## src/rtl/cipher_pkg.sv

```systemverilog
// Shared types and defaults for the serial cipher path.
// Optional feature macro: CIPHER_CHAIN_EN (used by cipher_link_ctrl).
package cipher_pkg;

  typedef logic [7:0] byte_t;

  typedef enum logic [1:0] {
    TX_IDLE  = 2'd0,
    TX_START = 2'd1,
    TX_WAIT  = 2'd2
  } tx_state_t;

  typedef enum logic {
    P_NORMAL   = 1'b0,
    P_KEY_NEXT = 1'b1
  } parse_state_t;

  localparam byte_t ESC_BYTE_DEFAULT = 8'h1B;
  localparam byte_t KEY_INIT_DEFAULT = 8'hAB;

endpackage

```

## src/rtl/byte_fifo.sv

```systemverilog
// Small byte FIFO with combinational head, power-of-two depth.
// A push while full is accepted only when a pop happens in the same cycle.
module byte_fifo
  import cipher_pkg::*;
#(
  parameter int  DEPTH = 4,
  localparam int AW    = $clog2(DEPTH),
  localparam int LW    = $clog2(DEPTH) + 1
) (
  input  logic          clk,
  input  logic          rst,
  input  logic          push,
  input  byte_t         din,
  input  logic          pop,
  output byte_t         head,
  output logic          full,
  output logic          empty,
  output logic [LW-1:0] level
);

  byte_t           mem [DEPTH];
  logic [AW-1:0]   wr_ptr_reg;
  logic [AW-1:0]   rd_ptr_reg;
  logic [LW-1:0]   level_reg;
  logic            do_push;
  logic            do_pop;

  assign empty   = (level_reg == '0);
  assign full    = (level_reg == LW'(DEPTH));
  assign do_pop  = pop && !empty;
  assign do_push = push && (!full || do_pop);
  assign head    = mem[rd_ptr_reg];
  assign level   = level_reg;

  // Storage write; contents need no reset since the level gates visibility.
  always_ff @(posedge clk) begin
    if (do_push) begin
      mem[wr_ptr_reg] <= din;
    end
  end

  // Pointers wrap naturally at the power-of-two depth; level tracks occupancy.
  always_ff @(posedge clk) begin
    if (rst) begin
      wr_ptr_reg <= '0;
      rd_ptr_reg <= '0;
      level_reg  <= '0;
    end else begin
      if (do_push) wr_ptr_reg <= wr_ptr_reg + AW'(1);
      if (do_pop)  rd_ptr_reg <= rd_ptr_reg + AW'(1);
      case ({do_push, do_pop})
        2'b10:   level_reg <= level_reg + LW'(1);
        2'b01:   level_reg <= level_reg - LW'(1);
        default: level_reg <= level_reg;
      endcase
    end
  end

endmodule

```

## src/rtl/cipher_link_ctrl.sv

```systemverilog
// Serial cipher sequencer: rx bytes -> FIFO -> xor_cipher -> uart_tx.
// Key is loaded in-band by the byte following ESC_BYTE.
// Optional feature macro: CIPHER_CHAIN_EN (effective key chained with last ciphertext).
module cipher_link_ctrl
  import cipher_pkg::*;
#(
  parameter int    FIFO_DEPTH = 4,
  parameter byte_t ESC_BYTE   = ESC_BYTE_DEFAULT,
  parameter byte_t KEY_INIT   = KEY_INIT_DEFAULT,
  localparam int   LW         = $clog2(FIFO_DEPTH) + 1
) (
  input  logic          clk,
  input  logic          rst,
  input  logic          rx_done,
  input  logic [7:0]    rx_data,
  output logic [7:0]    cipher_in,
  output logic [7:0]    cipher_key,
  input  logic [7:0]    cipher_out,
  output logic          tx_activate,
  output logic [7:0]    tx_data,
  input  logic          tx_active,
  input  logic          tx_done,
  output logic [LW-1:0] fifo_level,
  output logic          overflow,
  output logic          busy
);

  parse_state_t parse_state_reg;
  tx_state_t    tx_state_reg;
  byte_t        key_reg;
  byte_t        eff_key;
  byte_t        tx_data_reg;
  logic         tx_activate_reg;
  logic         overflow_reg;

  byte_t        fifo_head;
  logic         fifo_full;
  logic         fifo_empty;
  logic         fifo_push;
  logic         fifo_pop;
  logic         key_load;

  assign fifo_push = rx_done && (parse_state_reg == P_NORMAL) && (rx_data != ESC_BYTE);
  assign key_load  = rx_done && (parse_state_reg == P_KEY_NEXT);
  assign fifo_pop  = (tx_state_reg == TX_IDLE) && !fifo_empty && !tx_active;

  byte_fifo #(.DEPTH(FIFO_DEPTH)) u_fifo (
    .clk   (clk),
    .rst   (rst),
    .push  (fifo_push),
    .din   (rx_data),
    .pop   (fifo_pop),
    .head  (fifo_head),
    .full  (fifo_full),
    .empty (fifo_empty),
    .level (fifo_level)
  );

`ifdef CIPHER_CHAIN_EN
  byte_t chain_reg;

  // Chain register follows each transmitted ciphertext; a key load restarts the chain.
  always_ff @(posedge clk) begin
    if (rst || key_load) begin
      chain_reg <= '0;
    end else if (fifo_pop) begin
      chain_reg <= cipher_out;
    end
  end

  assign eff_key = key_reg ^ chain_reg;
`else
  assign eff_key = key_reg;
`endif

  assign cipher_in   = fifo_empty ? 8'h00 : fifo_head;
  assign cipher_key  = eff_key;
  assign tx_activate = tx_activate_reg;
  assign tx_data     = tx_data_reg;
  assign overflow    = overflow_reg;
  assign busy        = !fifo_empty || (tx_state_reg != TX_IDLE);

  // Rx parser: ESC arms a key load, the following byte becomes the key.
  always_ff @(posedge clk) begin
    if (rst) begin
      parse_state_reg <= P_NORMAL;
      key_reg         <= KEY_INIT;
    end else if (rx_done) begin
      if (parse_state_reg == P_KEY_NEXT) begin
        key_reg         <= rx_data;
        parse_state_reg <= P_NORMAL;
      end else if (rx_data == ESC_BYTE) begin
        parse_state_reg <= P_KEY_NEXT;
      end
    end
  end

  // Sticky overflow: a byte was dropped because the FIFO was full with no pop.
  always_ff @(posedge clk) begin
    if (rst) begin
      overflow_reg <= 1'b0;
    end else if (fifo_push && fifo_full && !fifo_pop) begin
      overflow_reg <= 1'b1;
    end
  end

  // TX sequencer: pop and latch ciphertext, pulse activate once, wait for frame end.
  always_ff @(posedge clk) begin
    if (rst) begin
      tx_state_reg    <= TX_IDLE;
      tx_activate_reg <= 1'b0;
      tx_data_reg     <= '0;
    end else begin
      tx_activate_reg <= 1'b0;
      case (tx_state_reg)
        TX_IDLE: begin
          if (fifo_pop) begin
            tx_data_reg  <= cipher_out;
            tx_state_reg <= TX_START;
          end
        end
        TX_START: begin
          tx_activate_reg <= 1'b1;
          tx_state_reg    <= TX_WAIT;
        end
        TX_WAIT: begin
          if (tx_done) begin
            tx_state_reg <= TX_IDLE;
          end
        end
        default: tx_state_reg <= TX_IDLE;
      endcase
    end
  end

endmodule

```

## config.mk

```make
export PLATFORM = sky130hd
export DESIGN_NAME = cipher_link_ctrl
export DESIGN_NICKNAME = d
export VERILOG_FILES = /design/src/rtl/cipher_pkg.sv /design/src/rtl/byte_fifo.sv /design/src/rtl/cipher_link_ctrl.sv
export SDC_FILE = /design/constraint.sdc
export NUM_CORES = 1
export LEC_CHECK = 0
export ABC_AREA = 1
export BUFFER_PORTS_ARGS = -buffer_cell sky130_fd_sc_hd__buf_2
export CORE_MARGIN = 10
export CORE_UTILIZATION = 46
export DETAILED_ROUTE_END_ITERATION = 12
export HOLD_SLACK_MARGIN = 0.05
export PLACE_DENSITY = 0.71
export SLEW_MARGIN = 20
export SYNTH_ARGS = -nofsm -noshare
export SYNTH_HDL_FRONTEND = slang
export SYNTH_SLANG_ARGS = --single-unit
```

## constraint.sdc

```tcl
create_clock -name clk -period 1.95 [get_ports clk]
set_clock_uncertainty 0.05 [all_clocks]
set_input_delay 0.39 -clock clk [delete_from_list [all_inputs] [get_ports clk]]
set_output_delay 0.39 -clock clk [all_outputs]
set_load 0.05 [all_outputs]
```

==> results.py, run 1 <==
metrics = {
    "layout": {
        "areaGrowthSynthToFinish_pct": 32.3,
        "nFillCells": 474,
        "diodes": 0,
        "largest_reg_flops": 32,
        "multi_input_area_um2": 882,
        "final_nets": 370,
        "seq_area_mm2": 0.00158,
        "final_layout_size_suffix_gt1_share_pct": 35.9,
        "post-route-util_pct": 62.3,
    },
    "setup_path": {
        "worstSetupPathType": "reg2out",
        "worst_ep_arrival_time_ps": 1460,
        "worst_r2r_startpoint": "u_fifo.level[1]",
        "path_delay_family": "flip-flops",
        "cp_max_fo": 7,
        "r2r_slack_ps": 60,
        "cp-end-kind": "primary output",
        "worstReg2RegEnd": "u_fifo.level[2]",
        "cpMaxStageDelayCell": "dfxtp_4",
        "cp-start-kind": "register",
        "worstPathRequired_ps": 1510,
        "reg2reg_depth": 12,
        "slowest_delay_ps": 390,
        "crit_chain": "buf_6, nor2_1, nor2_1, o21ai_0, a21oi_1, buf_4",
        "cp_num_buf_inv": 2,
        "path_common_cell": "nor2_1",
    },
    "pwr": {
        "switching_share_pct": 40.4,
        "p_leak_nw": 1.49,
        "p_seq_share_pct": 34.3,
        "power_switching_w": 0.00197,
        "clockPowerShare_pct": 24.9,
        "vdd_drop_max_uv": 794,
        "power.internal_w": 0.00291,
        "powerDensity_mw_per_mm2": 1440,
        "pwr-share-comb_pct": 40.9,
    },
    "min_path": {
        "hold_path.class": "in2reg",
        "holdPathStages": 3,
        "hold_start": "cipher_out[0]",
        "worstHoldEndpoint": "tx_data[0]",
    },
    "clocking": {
        "clk_pin_slew_ps": 60,
        "cts.sinks": 62,
        "htree_levels": 3,
        "root_buffer": "clkbuf_8",
        "cts_made_buffers": 9,
        "clockBufferDepth": 2,
        "insertion_delay_ps": 330,
        "cts_tree": "built",
        "hold_buffers": 0,
    },
    "status": {
        "status": "complete, no violations",
    },
    "grt": {
        "grt_pass1_wl_um": 9610,
        "grt_max_degree": 17,
        "track_usage_pct": 13.9,
        "antenna_found_initial": 0,
        "grt_pass1_vias": 2005,
        "overflow": 0,
    },
    "sta": {
        "tightestPinTransition_ps": 352,
        "fmaxAchievable_mhz": 527,
        "maxSlewViolCount": 0,
        "fin_crit_sh_pct": 97.4,
        "hold_violations": 0,
        "relSlewSlack_pct": 76.5,
        "period_needed_ps": 1900,
        "rsz0062_at_grt": "yes",
        "finalSetupTns_ps": 0,
        "finalSetupViolations": 0,
    },
    "drt": {
        "drc": 0,
        "routedWlPerCell_um": 14.3,
        "dr_total_vias": 2023,
        "wl_um": 6020,
        "first_pass_iters": 4,
        "detail-route-antenna-nets": 0,
        "via_per_inst": 4.82,
        "detail_route.iter0.violations": 125,
    },
    "die": {
        "die_w_um": 94.6,
        "start_util_pct": 47.1,
        "io_pins": 51,
        "die_h_um": 94.6,
        "die_area_mm2": 0.00896,
        "coreArea_mm2": 0.00544,
        "rows": 27,
    },
    "run": {
        "cap_violations": 0,
    },
    "place": {
        "place_congestion": 0.807,
        "numPortBuffers": 50,
        "detailed_place_hpwl_um": 4270,
    },
    "logic_synthesis": {
        "syn_avg_cell_area_um2": 9.93,
        "synth_fp_nets": 285,
        "synthCells": 258,
        "yosysSeqAreaShare_pct": 60.9,
        "yosysWarnings": 0,
        "synth.distinct_cells": 28,
        "syn-cell-area_mm2": 0.00256,
        "ys_seq_elements": 62,
    },
}
## tightest hold or removal path, delay by kind of cell
| kind | cells | cell delay (ps) |
|---|---|---|
| AND/OR/NAND/NOR | 2 | 110 |
| buffers and inverters | 1 | 70 |
## routing by layer
metal | vias to the layer above | global-route usage [%] | wire length, um
li1 | 1024 | - | -
met1 | 939 | 16.1 | 2710
met2 | 48 | 23.2 | 2910
met3 | 12 | 3.65 | 279
met4 | 0 | 6.98 | 118
met5 | - | 0 | 0
## Yosys cell counts
cell	instances	area, um^2
nand2_1	19	71.3
edfxtp_1	32	961
inv_1	16	60.1
buf_4	2	15.0
nand2_4	1	11.3
buf_2	4	20.0
fa_1	1	20.0
xor2_1	1	8.76
nand2_2	4	25.0
nor2_8	2	40.0
nand3b_4	1	20.0
nand3_1	4	20.0
clkbuf_2	1	5.00
o21ai_1	6	30.0
nor2_1	65	244
ha_1	5	62.6
o21a_1	1	7.51
buf_8	1	15.0
nor2_2	2	12.5
nand4_1	3	18.8
a21oi_2	1	8.76
o21ai_0	25	125
inv_2	5	18.8
nand3_4	1	17.5
clkinv_1	5	18.8
a21oi_1	18	90.1
o211ai_1	2	15.0
dfxtp_1	30	601
## kinds of logic after synthesis
| group | count (synthesis) | share of synthesized area [%] |
|---|---|---|
| AND/OR/NAND/NOR | 102 | 18.7 |
| flip-flops | 62 | 60.9 |
| AO/OA/AOI/OAI | 53 | 10.8 |
| buffers and inverters | 34 | 5.96 |
| adder cells (fa/ha/maj) | 6 | 3.22 |
| XOR/XNOR | 1 | 0.342 |
## how the worst max path moves through the flow
| stage | startpoint | end | slack (ps) | cells after the start |
|---|---|---|---|---|
| 3_5_place_dp | rx_data[5] | u_fifo.level[2] | -230 | 13 |
| 4_1_cts | register | cipher_in[4] | 7 | 6 |
| 3_3_place_gp | rx_data[5] | u_fifo.level[2] | -120 | 13 |
| 5_1_grt | register | cipher_in[3] | -40 | 6 |
| 6_report | register | cipher_in[4] | 50 | 6 |
| 2_1_floorplan | u_fifo.level[1] | u_fifo.level[2] | -30 | 12 |
## cells in the final DEF (no fill, tap or decap), drive strengths merged, types with 2 or more instances in the layout
cell type,instances
o21ai,31
nand4,3
ha,5
a21oi,19
clkbuf,11
nand2,24
inv,21
clkinv,8
bufinv,2
edfxtp,32
dfxtp,30
buf,82
o211ai,2
nand3,5
nor2,69
## through the flow
stage,total power [W],cell area [um^2],cells,setup WS (ps),hold WS [ps]
global route,0.00514,3390,420,-35.4,221
CTS,0.00482,3320,416,6.85,224
detailed placement,0.00354,3080,400,-233,391
finish,0.00489,3390,420,51.2,233
global placement,0.00351,3080,400,-120,387
floorplan,0.00306,2580,258,-31.1,395
## power groups by stage
stage | registers, W | logic (W) | clock network, W
6_report | 0.00167 | 0.00200 | 0.00121
5_1_grt | 0.00169 | 0.00215 | 0.00129
4_1_cts | 0.00166 | 0.00193 | 0.00123
3_5_place_dp | 0.00169 | 0.00185 | 0
3_3_place_gp | 0.00168 | 0.00183 | 0
2_1_floorplan | 0.00198 | 0.00109 | 0
## layout make-up
| type | instances | share of cell area, % |
|---|---|---|
| tap | 72 | 2.66 |
| timing repair buffer | 82 | 15.3 |
| sequential | 62 | 46.5 |
| clock inverter | 5 | 2.14 |
| multi-input combinational | 162 | 26.0 |
| inverter | 26 | 3.21 |
| clock buffer | 11 | 4.17 |
## timing repair
action / in CTS / in global routing
resized for setup: 12 / 18
setup endpoints to repair: 9 / 11
pin swaps: 1 / 10
setup buffers: 0 / 4
Note: power is estimated with default switching activity, not from simulation.
==> run 2, diff against run 1 <==
--- a/config.mk
+++ b/config.mk
@@ -7,11 +7,13 @@
 export LEC_CHECK = 0
 export ABC_AREA = 1
 export BUFFER_PORTS_ARGS = -buffer_cell sky130_fd_sc_hd__buf_2
+export CELL_PAD_IN_SITES_DETAIL_PLACEMENT = 1
+export CELL_PAD_IN_SITES_GLOBAL_PLACEMENT = 1
 export CORE_MARGIN = 10
-export CORE_UTILIZATION = 46
+export CORE_UTILIZATION = 37
 export DETAILED_ROUTE_END_ITERATION = 12
 export HOLD_SLACK_MARGIN = 0.05
-export PLACE_DENSITY = 0.71
+export PLACE_DENSITY_LB_ADDON = 0.1
 export SLEW_MARGIN = 20
 export SYNTH_ARGS = -nofsm -noshare
 export SYNTH_HDL_FRONTEND = slang
==> run 2 against run 1 <==
Net effect: critical path depth up 1; maximum frequency down 1.5%; global-route usage down 0.35 points; die area up 19%; critical path type unchanged; largest power group unchanged.
==> results.py, run 2 (synthesis gave the netlist of run 1 again) <==
metrics = {
    "setup_path": {
        "worst_ep_arrival_time_ps": 1490,
        "crit_start": "u_fifo.level[1]",
        "worstPathRequired_ps": 1510,
        "worstSetupPathType": "reg2out",
        "r2r_slack_ps": 90,
        "worst_r2r_startpoint": "u_fifo.level[1]",
        "worstReg2RegEnd": "u_fifo.level[2]",
        "cp-start-kind": "register",
        "reg2reg_depth": 12,
        "cp_max_fo": 5,
        "cp-end-kind": "primary output",
    },
    "min_path": {
        "hold_path.class": "in2reg",
        "worstHoldEndpoint": "tx_data[0]",
        "holdPathStages": 3,
        "hold_start": "cipher_out[0]",
    },
    "place": {
        "numPortBuffers": 50,
        "detailed_place_hpwl_um": 5080,
        "place_congestion": 0.757,
        "place_ws_ps": -211,
    },
    "layout": {
        "layout_common_cells": "nor2_1 (65), buf_2 (41), buf_4 (35), edfxtp_1 (32), dfxtp_1 (24)",
        "seq_area_mm2": 0.00158,
        "multi_input_area_um2": 902,
        "final_layout_size_suffix_gt1_share_pct": 40.0,
        "nFillCells": 787,
        "largest_reg_flops": 32,
        "layout_commonest_cell": "nor2_1",
        "areaGrowthSynthToFinish_pct": 38.4,
        "diodes": 0,
        "final_nets": 377,
    },
    "die": {
        "die_h_um": 103,
        "coreArea_mm2": 0.00676,
        "io_pins": 51,
        "die_w_um": 103,
        "rows": 30,
        "die_area_mm2": 0.0107,
        "start_util_pct": 37.9,
    },
    "drt": {
        "routedWlPerCell_um": 15.5,
        "dr_total_vias": 2039,
        "drc": 0,
        "detail-route-antenna-nets": 0,
        "wl_um": 6750,
        "first_pass_iters": 4,
        "detail_route.iter0.violations": 63,
        "via_per_inst": 4.69,
    },
    "sta": {
        "timing.final.ws_setup_ps": 21.5,
        "relSlewSlack_pct": 67.3,
        "hold_violations": 0,
        "maxSlewViolCount": 0,
        "finalSetupViolations": 0,
        "tightestPinTransition_ps": 489,
        "fin_crit_sh_pct": 98.9,
        "rsz0062_at_grt": "yes",
        "fmaxAchievable_mhz": 519,
        "period_needed_ps": 1930,
    },
    "grt": {
        "track_usage_pct": 13.5,
        "overflow": 0,
        "antenna_found_initial": 0,
        "grt_max_degree": 17,
        "grt_pass1_wl_um": 10800,
        "grt_pass1_vias": 2089,
    },
    "clocking": {
        "cts_made_buffers": 9,
        "hold_buffers": 0,
        "cts.sinks": 62,
        "htree_levels": 3,
        "clk_pin_slew_ps": 80,
        "insertion_delay_ps": 340,
        "root_buffer": "clkbuf_8",
        "cts_tree": "built",
        "clockBufferDepth": 2,
    },
    "pwr": {
        "powerDensity_mw_per_mm2": 1470,
        "vdd_drop_max_uv": 665,
        "p_total_w": 0.00523,
        "p_leak_nw": 1.54,
    },
    "status": {
        "status": "complete, no violations",
    },
    "run": {
        "cap_violations": 0,
    },
}
==> run 2: cell types whose count changed in the layout (fill, tap and decap cells not counted), sizes merged <==
cell      previous run  this run
inv                 21        22
clkinvlp             0         1
bufinv               2         1
buf                 82        89
clkbuf              11        10
==> run 2: layer usage <==
| layer | global-route usage (%) | share of wire, % |
|---|---|---|
| met1 | 16.9 | 46 |
| met2 | 21.4 | 47 |
| met3 | 4.05 | 4.9 |
| met4 | 5.45 | 1.4 |
| met5 | 0 | 0 |
==> run 2: worst max-delay path, cell delays in order (launching register included) <==
cell,delay [ps]
dfxtp_4,360
inv_4,60
nand2_4,60
buf_6,120
nor2_8,160
buf_8,170
nand3_4,70
buf_8,150
==> run 2: cell type report <==
class                      instances  area share (%)
inverter                          26            3.00
clock buffer                      10            4.20
multi-input combinational        162            25.4
clock inverter                     6            1.94
tap                               80            2.82
timing repair buffer              89            18.1
sequential                        62            44.5
==> run 2: report_power, final <==
group | total [W] | switching (W) | internal (W)
Combinational | 0.00237 | 0.00152 | 0.000851
Clock | 0.00120 | 0.000525 | 0.000671
Sequential | 0.00166 | 0.000101 | 0.00156
==> run 2: repair_timing <==
item / 4_1_cts / 5_1_grt
endpoints found under the setup margin: 10 / 11
resized for setup: 35 / 14
pin swaps: 3 / 5
cloned: 1 / 0
setup buffers: 4 / 3
==> run 2: worst max path at each step <==
stage,endpoint,slack (ps)
floorplan,u_fifo.level[2],-30
global placement,u_fifo.level[2],-90
detailed placement,u_fifo.level[2],-210
CTS,busy,-10
global route,cipher_in[3],-40
finish,busy,20
==> run 2: stage by stage <==
stage / cell area (um^2) / hold WS [ps] / std cells / setup TNS, ps / util, %
global route: 3550 / 226 / 435 / -157 / 52.5
floorplan: 2580 / 395 / 258 / -132 / -
detailed placement: 3110 / 390 / 411 / -263 / 46.0
finish: 3550 / 216 / 435 / 0 / 52.5
global placement: 3110 / 391 / 411 / -95.4 / 46.0
CTS: 3490 / 211 / 432 / -22.3 / 51.7
